==> src/rtl/sqrt_sched.sv <==
// sqrt_sched: four requesters share one iterative 8-bit integer square-root unit.
// A round-robin arbiter accepts one operand in IDLE. Four CALC cycles then resolve
// one result bit each. The result is held in RESP until the consumer takes it.
// Ports:
//   clk, rst_n        clock, synchronous active-low reset
//   req_valid[3:0]    per-requester request
//   req_operand[31:0] operand of requester i in bits [8i+7:8i]
//   req_ready[3:0]    one-hot accept, asserted only in IDLE
//   rsp_valid         result available (RESP)
//   rsp_id[1:0]       owning requester
//   rsp_root[3:0]     floor(sqrt(operand))
//   rsp_rem[4:0]      operand - root^2
//   rsp_ready         consumer accepts the result
//   busy              state is not IDLE
module sqrt_sched (
    input  logic        clk,
    input  logic        rst_n,
    input  logic [3:0]  req_valid,
    input  logic [31:0] req_operand,
    output logic [3:0]  req_ready,
    output logic        rsp_valid,
    output logic [1:0]  rsp_id,
    output logic [3:0]  rsp_root,
    output logic [4:0]  rsp_rem,
    input  logic        rsp_ready,
    output logic        busy
);

    localparam int unsigned N_REQ  = 4;
    localparam int unsigned OP_W   = 8;
    localparam int unsigned ROOT_W = 4;
    localparam int unsigned REM_W  = 6;
    localparam int unsigned ID_W   = 2;
    localparam int unsigned IT_W   = 2;

    localparam logic [1:0] ST_IDLE = 2'd0;
    localparam logic [1:0] ST_CALC = 2'd1;
    localparam logic [1:0] ST_RESP = 2'd2;

    logic [1:0]        state_q, state_d;
    logic [ID_W-1:0]   ptr_q,   ptr_d;
    logic [IT_W-1:0]   iter_q,  iter_d;
    logic [ROOT_W-1:0] root_q,  root_d;
    logic [REM_W-1:0]  rem_q,   rem_d;
    logic [ID_W-1:0]   id_q,    id_d;
    logic [OP_W-1:0]   op_q,    op_d;

    logic [ID_W-1:0]   grant;
    logic              grant_vld;
    logic [1:0]        pair;
    logic [REM_W-1:0]  t_val;
    logic [4:0]        trial;
    logic              fits;

    // Round-robin search starting at the pointer; first valid requester wins.
    always_comb begin
        grant     = '0;
        grant_vld = 1'b0;
        for (int unsigned k = 0; k < N_REQ; k++) begin
            if (!grant_vld && req_valid[ptr_q + ID_W'(k)]) begin
                grant     = ptr_q + ID_W'(k);
                grant_vld = 1'b1;
            end
        end
    end

    // One restoring-square-root step; iteration 0 consumes the MSB pair.
    always_comb begin
        pair  = 2'(op_q >> {~iter_q, 1'b0});
        t_val = REM_W'({rem_q, pair});
        trial = 5'({root_q, 2'b01});
        fits  = (t_val >= REM_W'(trial));
    end

    // Next-state and control.
    always_comb begin
        state_d   = state_q;
        ptr_d     = ptr_q;
        iter_d    = iter_q;
        root_d    = root_q;
        rem_d     = rem_q;
        id_d      = id_q;
        op_d      = op_q;
        req_ready = '0;

        case (state_q)
            ST_IDLE: begin
                if (grant_vld) begin
                    req_ready[grant] = 1'b1;
                    state_d = ST_CALC;
                    ptr_d   = grant + ID_W'(1);
                    id_d    = grant;
                    op_d    = OP_W'(req_operand >> {grant, 3'b000});
                    root_d  = '0;
                    rem_d   = '0;
                    iter_d  = '0;
                end
            end
            ST_CALC: begin
                if (fits) begin
                    rem_d  = t_val - REM_W'(trial);
                    root_d = ROOT_W'({root_q, 1'b1});
                end else begin
                    rem_d  = t_val;
                    root_d = ROOT_W'({root_q, 1'b0});
                end
                iter_d = iter_q + IT_W'(1);
                if (iter_q == IT_W'(3)) begin
                    state_d = ST_RESP;
                end
            end
            ST_RESP: begin
                if (rsp_ready) begin
                    state_d = ST_IDLE;
                end
            end
            default: begin
                state_d = ST_IDLE;
            end
        endcase
    end

    // State and datapath registers.
    always_ff @(posedge clk) begin
        if (!rst_n) begin
            state_q <= ST_IDLE;
            ptr_q   <= '0;
            iter_q  <= '0;
            root_q  <= '0;
            rem_q   <= '0;
            id_q    <= '0;
            op_q    <= '0;
        end else begin
            state_q <= state_d;
            ptr_q   <= ptr_d;
            iter_q  <= iter_d;
            root_q  <= root_d;
            rem_q   <= rem_d;
            id_q    <= id_d;
            op_q    <= op_d;
        end
    end

    // Result fields come straight from registers and hold while in RESP.
    assign rsp_valid = (state_q == ST_RESP);
    assign busy      = (state_q != ST_IDLE);
    assign rsp_id    = id_q;
    assign rsp_root  = root_q;
    assign rsp_rem   = 5'(rem_q);

endmodule
==> config.mk <==
export PLATFORM = sky130hd
export DESIGN_NAME = sqrt_sched
export DESIGN_NICKNAME = d
export VERILOG_FILES = /design/src/rtl/sqrt_sched.sv
export SDC_FILE = /design/constraint.sdc
export NUM_CORES = 1
export LEC_CHECK = 0
export CELL_PAD_IN_SITES_DETAIL_PLACEMENT = 0
export CELL_PAD_IN_SITES_GLOBAL_PLACEMENT = 2
export CORE_AREA = 2 2 76 92
export CTS_CLUSTER_SIZE = 20
export DETAILED_ROUTE_END_ITERATION = 16
export DIE_AREA = 0 0 78 94
export PLACE_DENSITY_LB_ADDON = 0.1
export SLEW_MARGIN = 20
export SYNTH_ARGS = -nofsm -noshare
export SYNTH_HDL_FRONTEND = slang
export SYNTH_SLANG_ARGS = --single-unit
==> constraint.sdc <==
create_clock -name clk -period 2.5 [get_ports clk]
set_input_delay 0.375 -clock clk [delete_from_list [all_inputs] [get_ports clk]]
set_output_delay 0.375 -clock clk [all_outputs]
set_load 0.005 [all_outputs]
==> results of run 1 <==
-- cell families after synthesis --
group	count (synthesis)
AO/OA/AOI/OAI	49
XOR/XNOR	2
adder cells (fa/ha/maj)	6
buffers and inverters	16
flip-flops	25
multiplexers	21
AND/OR/NAND/NOR	57
-- metrics by stage --
step                      std cells  setup TNS [ps]
after floorplan                 176               0
after global placement          323            -169
after detailed placement        323            -402
after CTS                       327               0
after global routing            327               0
final                           327               0
-- state kept, by name, summed over array words and instances (netlist names) --
signal,flops
op_q,8
iter_q,2
rsp_root,4
rem_q,5
rsp_id,2
ptr_q,2
state_q,2
-- per-layer routing --
layer | vias up | GRT usage [%] | wire length, microns
li1 | 793 | - | -
met1 | 738 | 15.4 | 2020
met2 | 37 | 23.3 | 2360
met3 | 4 | 2.12 | 166
met4 | 0 | 3.51 | 42
met5 | - | 0 | 0
-- final cells by class --
class                      instances  area, sq um
tap                               85          106
multi-input combinational        135         1010
timing repair buffer              69          652
fill                             653         4050
clock buffer                       3         41.3
sequential                        25          502
inverter                           9         33.8
clock inverter                     1         7.51
-- layout by cell type, fill, tap and decap left out, types with 5 or more instances in the layout --
cell	count
a21oi_1	5
a22oi_1	5
buf_4	14
clkdlybuf4s50_1	49
dfxtp_1	24
dlygate4sd2_1	5
ha_1	6
inv_1	9
mux2i_1	19
nand2_1	7
nand3_1	14
nor2_1	13
nor2b_1	7
o21ai_0	8
o221ai_1	8
-- what timing repair did --
item	CTS	global route
setup endpoints to repair	4	4
pin swaps	2	2
cloned	0	0
resized for setup	9	3
setup buffers	0	0
-- power by group --
part           internal [W]  total, W  leakage [nW]  switching (W)
combinational      0.000342  0.000663         0.719       0.000322
sequential         0.000453  0.000506         0.206      0.0000522
clock              0.000113  0.000253        0.0217       0.000140
total              0.000908   0.00142         0.947       0.000514
-- worst register-to-register path, delay by kind of cell, from the launching register on --
family	cells	cell delay (ps)
AOI/OAI and AO/OA	3	750
DFF	1	480
muxes	2	390
adders and majority gates	1	220
and+or+nand+nor	1	220
buffers and inverters	1	110
-- worst max path at each step --
| stage | endpoint | cells past startpoint | slack [ps] | startpoint |
|---|---|---|---|---|
| after floorplan | rem_q[3]$_SDFFE_PN0P_ | 6 | 430 | iter_q[1]$_SDFFE_PN0P_ |
| after global placement | req_ready[2] | 6 | -60 | req_valid[2] |
| after detailed placement | req_ready[1] | 7 | -120 | req_valid[2] |
| after CTS | req_ready[3] | 7 | 5 | req_valid[1] |
| after global routing | rem_q[3]$_SDFFE_PN0P_ | 8 | 20 | iter_q[0]$_SDFFE_PN0P_ |
| final | req_ready[2] | 6 | 170 | req_valid[3] |
==> impl_metrics.py, run 1 <==
metrics = {
    "clocking": {
        "clockBufferDepth": 2,
        "cts_made_buffers": 3,
        "htree_levels": 1,
        "ctsHoldBuffers": 0,
        "root_buffer": "clkbuf_8",
        "cts_tree": "built",
        "clk_latency_ps": 270,
        "clock_sinks": 25,
        "path_clk_slew_ps": 100,
    },
    "routing": {
        "wl_microns": 4590,
        "wl_per_cell_microns": 14.0,
        "initialDrtViolationCount": 28,
        "viasPerCell": 4.81,
        "first_pass_iters": 4,
        "remaining_drc_errors": 0,
        "num_vias": 1572,
        "ant_nets": 0,
    },
    "yosys": {
        "synth_compound_area_share_pct": 24.2,
        "synth_edf_count": 0,
        "synth_largest_area_cell": "dfxtp_1",
        "synthSimpleGateAreaFrac_pct": 19.2,
        "synth.most_common_cell": "dfxtp_1",
        "syn_nets": 221,
        "yosys_register_bits": 25,
        "ys_seq_area_share_pct": 32.0,
        "synth_fa_ha_area_share_pct": 4.80,
        "ys.flop_type": "dfxtp_1",
        "ys_top_cells_by_count": "dfxtp_1, mux2i_1, nand3_1",
        "netlist_instances": 176,
        "synth_area_leaders": "dfxtp_1, mux2i_1, o221ai_1",
        "syn-cell-area_sq_mm": 0.00157,
        "syn_avg_cell_area_sq_um": 8.89,
        "yosys.cell_types.count": 47,
        "async_reset_ff_share_pct": 0,
        "synthXorXnorAreaFrac_pct": 1.12,
        "synth_mux_area_share_pct": 14.2,
        "synth.yosys.warnings": 0,
        "synth_top_area_share_pct": 32.0,
        "synth_top_family_by_area": "compound AO/OA/AOI/OAI gates",
    },
    "hold_path": {
        "hold_depth": 2,
        "hold_end": "rsp_id[0]$_SDFFE_PN0P_",
        "worst_hold_path_type": "flip-flop to flip-flop",
        "worstHoldStart": "rsp_id[0]$_SDFFE_PN0P_",
    },
    "final_layout": {
        "diodes": 0,
        "nets": 288,
        "final_area_sq_mm": 0.00235,
        "final_core_util_pct": 36.8,
        "area_growth_pct": 50.4,
        "drive_above_1_share_pct": 12.4,
    },
    "setup_path": {
        "arrival_ps": 1960,
        "r2r_cells": 8,
        "startpoint_type": "input port",
        "r2r_slack_ps": 240,
        "r2r-end": "rem_q[3]$_SDFFE_PN0P_",
        "end_kind": "output port",
        "r2r-start": "iter_q[0]$_SDFFE_PN0P_",
        "cp_slowest_cell": "or4_4",
        "cp_cell_sequence": "clkdlybuf4s50_1 -> or4_4 -> and2_1 -> o21ai_1 -> nor2_1 -> dlygate4sd2_1",
        "critPathMaxStageDelay_ps": 530,
        "required_ps": 2120,
        "path_delay_family": "simple AND/OR/NAND/NOR gates",
        "path_max_fanout": 3,
        "path_buf_inv": 2,
        "crit_type": "input port to output port",
    },
    "grt": {
        "gr-total-overflow": 0,
        "grt_pass1_vias": 1565,
        "grt_max_degree": 18,
        "grt_usage_pct": 12.8,
        "grt_antenna_before_repair": 0,
        "grt_pass1_wl_microns": 7550,
    },
    "power": {
        "power_w": 0.00142,
        "powerDensity_mw_per_mm2": 604,
        "leakage_nw": 0.947,
        "peakVddDrop_v": 0.000231,
    },
    "placement": {
        "dp_hpwl_microns": 3660,
        "place_ws_ps": -119,
        "io_buffers": 55,
        "placed_area_sq_mm": 0.00230,
        "finalWeightedCongestion": 0.913,
    },
    "outcome": {
        "status": "finished clean",
    },
    "sta": {
        "finalSetupViolCount": 0,
        "setup_ws_ps": 168,
        "final.period_utilization_pct": 93.3,
        "worst_slew_pin_slew_ps": 525,
        "slew_violations": 0,
        "fmax_ghz": 0.429,
        "rsz0062_at_grt": "false",
        "slew_headroom_pct": 65.0,
        "fin_skew_ps": 3.68,
        "holdWs_ps": 472,
        "min_period_ps": 2330,
        "hold_viol_final": 0,
    },
    "floorplanning": {
        "coreArea_sq_mm": 0.00641,
        "die_h_microns": 94,
        "dieArea_sq_mm": 0.00733,
        "rows": 32,
        "pin_count": 56,
        "fp.dieW_microns": 78,
        "initial_core_util_pct": 24.4,
    },
    "run": {
        "cap_violations": 0,
    },
}
Power figures use the tool's default switching activity.
==> inputs of run 2 (changes only) <==
- CTS_CLUSTER_DIAMETER: unset -> 30
==> results of run 2 <==
No change in the layout: final DEF, timing and power equal those of run 1.
==> RTL edit 1, RTL diff (settings of run 1) <==
`OP_W`: 8 -> 10.
--- a/src/rtl/sqrt_sched.sv
+++ b/src/rtl/sqrt_sched.sv
@@ -27,7 +27,7 @@
 );
 
     localparam int unsigned N_REQ  = 4;
-    localparam int unsigned OP_W   = 8;
+    localparam int unsigned OP_W   = 10;
     localparam int unsigned ROOT_W = 4;
     localparam int unsigned REM_W  = 6;
     localparam int unsigned ID_W   = 2;
Check against the original RTL: same outputs for any inputs over 10 cycles, from zero or initial values and one cycle with rst_n low; that may be too few to reach the edited logic, so the function may still have changed.
==> RTL edit 1 against run 1 <==
Critical path depth down 1. Setup slack worse by 36 ps. Combinational power is 5.6% higher. Wire length shrank 6.4%. Non-clock buffer count up 1. Power increased by 2.0%. Largest power group unchanged. Final area increased by 0.69%. Sequential share of layout area decreased by 0.20 points. Synthesized area rose by 0.72%. Sequential cell count is the same.
==> RTL edit 1: results (changes against run 1) <==
final_cells: 335  # +2.4%
nets: 296  # +2.8%
wl_met2_mm: 2.09  # -11%
drive_gt1_share_pct: 12.0  # -0.40 points
clock_latency_ps: 270  # about the same
drt-met1-wl_mm: 1.99  # -1.2%
place.gp.congestion: 0.809  # -11%
synth_area_per_cell_um2: 8.57  # -3.7%
top_register: "op_q"
ys_seq_area_share_pct: 31.7  # -0.23 points
cts-root-buf: "clkbuf_8"
grt_max_degree: 19  # +1
critPathArrivalTime_ps: 1990  # +30 ps
synthTopCellsByArea: "dfxtp_1, mux2i_1, nand3_1"
p_leak_uw: 0.000946  # -0.11%
top_layer_used: "met4"
netlist_top_cells_count: "dfxtp_1, mux2i_1, nand3_1, inv_1, nor2_1"
clock_skew_ps: 1.56  # -2.12 ps
synthFlopType: "dfxtp_1"
num_vias: 1579  # +0.45%
ctsHtreeMaxLevel: 1  # unchanged
vdd.ir_drop.worst_uv: 229  # -1.1%
syn_nets: 229  # +3.6%
relSlewSlack_pct: 55.5  # -9.5 points
outcome: "complete, no violations"
synthArstFlopShare_pct: 0  # unchanged
wl_met3_um: 179  # +7.8%
cts_buffers: 3  # unchanged
hpwlAfterDp_mm: 3.45  # -5.6%
place_ws_ps: -71.0  # +48.0 ps
dpl-instance-area_um2: 2310  # +0.38%
wl_per_cell_um: 12.8  # -8.6%
grt_pass1_wl_mm: 7.14  # -5.4%
synthDistinctLibCells: 41  # -13%
n_fill_cell: 707  # +8.3%
grt_usage_pct: 12.2  # -0.61 points
setup-tns-final_ps: 0  # unchanged
first_pass_iters: 4  # unchanged
drt_iter0_drc: 51  # +82%
placed_cells: 330  # +2.2%
## RTL edit 1: cell types whose count changed in the layout (fill, tap and decap cells not counted), moves of 2 or more
cell,before,now
inv_1,9,13
a21oi_1,5,8
mux2i_1,19,16
nor2b_1,7,10
and2_1,4,2
nand2_1,7,9
nand3_1,14,16
nor2_1,13,11
o21ai_1,1,3
## RTL edit 1: critical path, delay by kind of cell
| kind | cells | cell delay [ps] |
|---|---|---|
| simple gates | 3 | 900 |
| buf+inv | 2 | 720 |
## RTL edit 1: routing by layer
layer  GRT usage (%)  vias to the layer above
met5               0                        -
met4            3.95                        0
met3            2.21                        2
met2            21.3                       40
met1            15.0                      730
li1                -                      807
## RTL edit 1: final timing paths
check	to	slack, ps	cells after the start
min	rsp_id[0]$_SDFFE_PN0P_	470	2
max reg2reg	rem_q[3]$_SDFFE_PN0P_	290	8
min reg2reg	rsp_id[0]$_SDFFE_PN0P_	470	2
max	req_ready[2]	130	5
## RTL edit 1: where the power goes
part	internal (uW)	switching (uW)
clock	114	131
sequential	454	52.4
combinational	363	337
total	930	521
## RTL edit 1: cell families after synthesis
logic type	after synthesis	share of synthesized area, %
buf+inv	21	5.63
fa+ha+maj	6	4.76
mux	18	13.0
xor+xnor	2	1.11
flops	25	31.7
simple gates	60	20.0
compound gates	52	23.7
## RTL edit 1: final cells by class
cell class                 instances  area, um^2  share of cell area, %
multi-input combinational        138        1010                   42.5
timing repair buffer              70         663                   28.0
sequential                        25         500                   21.1
tap                               85         106                   4.49
inverter                          13        48.8                   2.06
clock buffer                       4        45.0                   1.90
## RTL edit 1: what timing repair did
action,in CTS,in global routing
pin swaps,1,0
resized for setup,5,5
setup buffers,1,0
endpoints found under the setup margin,4,1
hold buffers,0,0
==> RTL edit 2, RTL diff (flow settings as in run 1) <==
Made on the original files. Make the reset (`rst_n`) asynchronous in one clocked block. Comments in the files are not updated.
--- a/src/rtl/sqrt_sched.sv
+++ b/src/rtl/sqrt_sched.sv
@@ -121,7 +121,7 @@
     end
 
     // State and datapath registers.
-    always_ff @(posedge clk) begin
+    always_ff @(posedge clk or negedge rst_n) begin
         if (!rst_n) begin
             state_q <= ST_IDLE;
             ptr_q   <= '0;
Function: differs if rst_n is asserted again (counterexample within 4 cycles, from zero or initial values and one cycle with rst_n low); with rst_n held inactive, the same outputs for 10 cycles.
==> RTL edit 2 against run 1 <==
Synthesized area increased by 4.6%. Wire length decreased by 8.5%. Via count decreased by 4.2%. Setup slack got worse by 84 ps. Critical endpoint unchanged. Global-route usage decreased by 0.074 points. Clock skew increased by 1.7 ps. Final cell count decreased by 3.1%. Register-to-register slack got worse by 80 ps. Core utilization increased by 0.98 points. Sequential cell count unchanged. Count of clock-buffer cells in the layout unchanged. Highest routed layer unchanged. Largest cell class unchanged. Final area increased by 2.7%.
Power is not compared: it rests on default switching activity, and its combinational part moved more than twofold at a synthesized area within 25%.
==> RTL edit 2: results (changes against run 1) <==
hpwlAfterDp_mm: 3.32  # -9.3%
final-clk-cell-share_pct: 2.02  # -0.054 points
synth_mux_area_share_pct: 14.7  # +0.52 points
synthTopCellsByArea: "dfrtp_1, mux2i_1, nor3_1"
ys_seq_area_share_pct: 38.2  # +6.2 points
final_cells: 317  # -3.1%
clock_skew_ps: 5.37  # +1.68 ps
grt_max_degree: 33  # +15
grt_pass1_wl_mm: 7.45  # -1.3%
drt-met1-wl_mm: 1.83  # -9.1%
synthAdderAreaFrac_pct: 4.58  # -0.21 points
synthDistinctLibCells: 42  # -11%
place.gp.congestion: 0.867  # -5.1%
wl_per_cell_um: 13.2  # -5.6%
nonClockInverterCount: 10  # +1
multi_input_area_um2: 940  # -7.2%
synth-xor-area-share_pct: 1.60  # +0.49 points
avgViaCountPerCell: 4.75  # -1.2%
netlist_top_cells_count: "dfrtp_1, mux2i_1, nor3_1, o21ai_1, nand2_1"
use_met2_pct: 22.3  # -1.1 points
synth_compound_area_share_pct: 18.2  # -6.0 points
netlist_instances: 169  # -4.0%
wl_met2_mm: 2.14  # -9.5%
use_met3_pct: 1.54  # -0.58 points
dpl-instance-area_um2: 2310  # +0.76%
multi_input_area_share_pct: 38.9  # -4.1 points
outcome: "complete, no violations"
nets: 278  # -3.5%
grt_pass1_vias: 1619  # +3.5%
critical_path.slowest_cell: "clkdlybuf4s50_1"
synthArstFlopShare_pct: 100  # +100 points
placed_cells: 310  # -4.0%
place_ws_ps: -42.1  # +76.9 ps
RTL edit 2: worst paths after layout:
kind	slack, ps	startpoint	to	cells after the start
worst max-delay path	80	req_valid[2]	req_ready[2]	6
worst min-delay path	470	rst_n	rsp_root[3]$_DFFE_PN0P_	2
worst max register to register	160	iter_q[0]$_DFFE_PN0P_	rem_q[1]$_DFFE_PN0P_	8
worst min register to register	490	op_q[7]$_DFFE_PN0P_	op_q[7]$_DFFE_PN0P_	1
max in group asynchronous	1760	rst_n	iter_q[0]$_DFFE_PN0P_	2
min in group clk	490	op_q[7]$_DFFE_PN0P_	op_q[7]$_DFFE_PN0P_	1
RTL edit 2: timing repair:
item                       in CTS  in global routing
setup buffers                   0                  3
pin swaps                       0                  2
hold endpoints to repair        0                  0
hold buffers                    0                  0
resized for setup               5                  8
setup endpoints to repair       4                  7
RTL edit 2: power by group:
part	internal (uW)	switching, uW	total (uW)
Clock	113	137	250
Combinational	1040	953	2000
Sequential	617	170	788
Total	1770	1260	3030
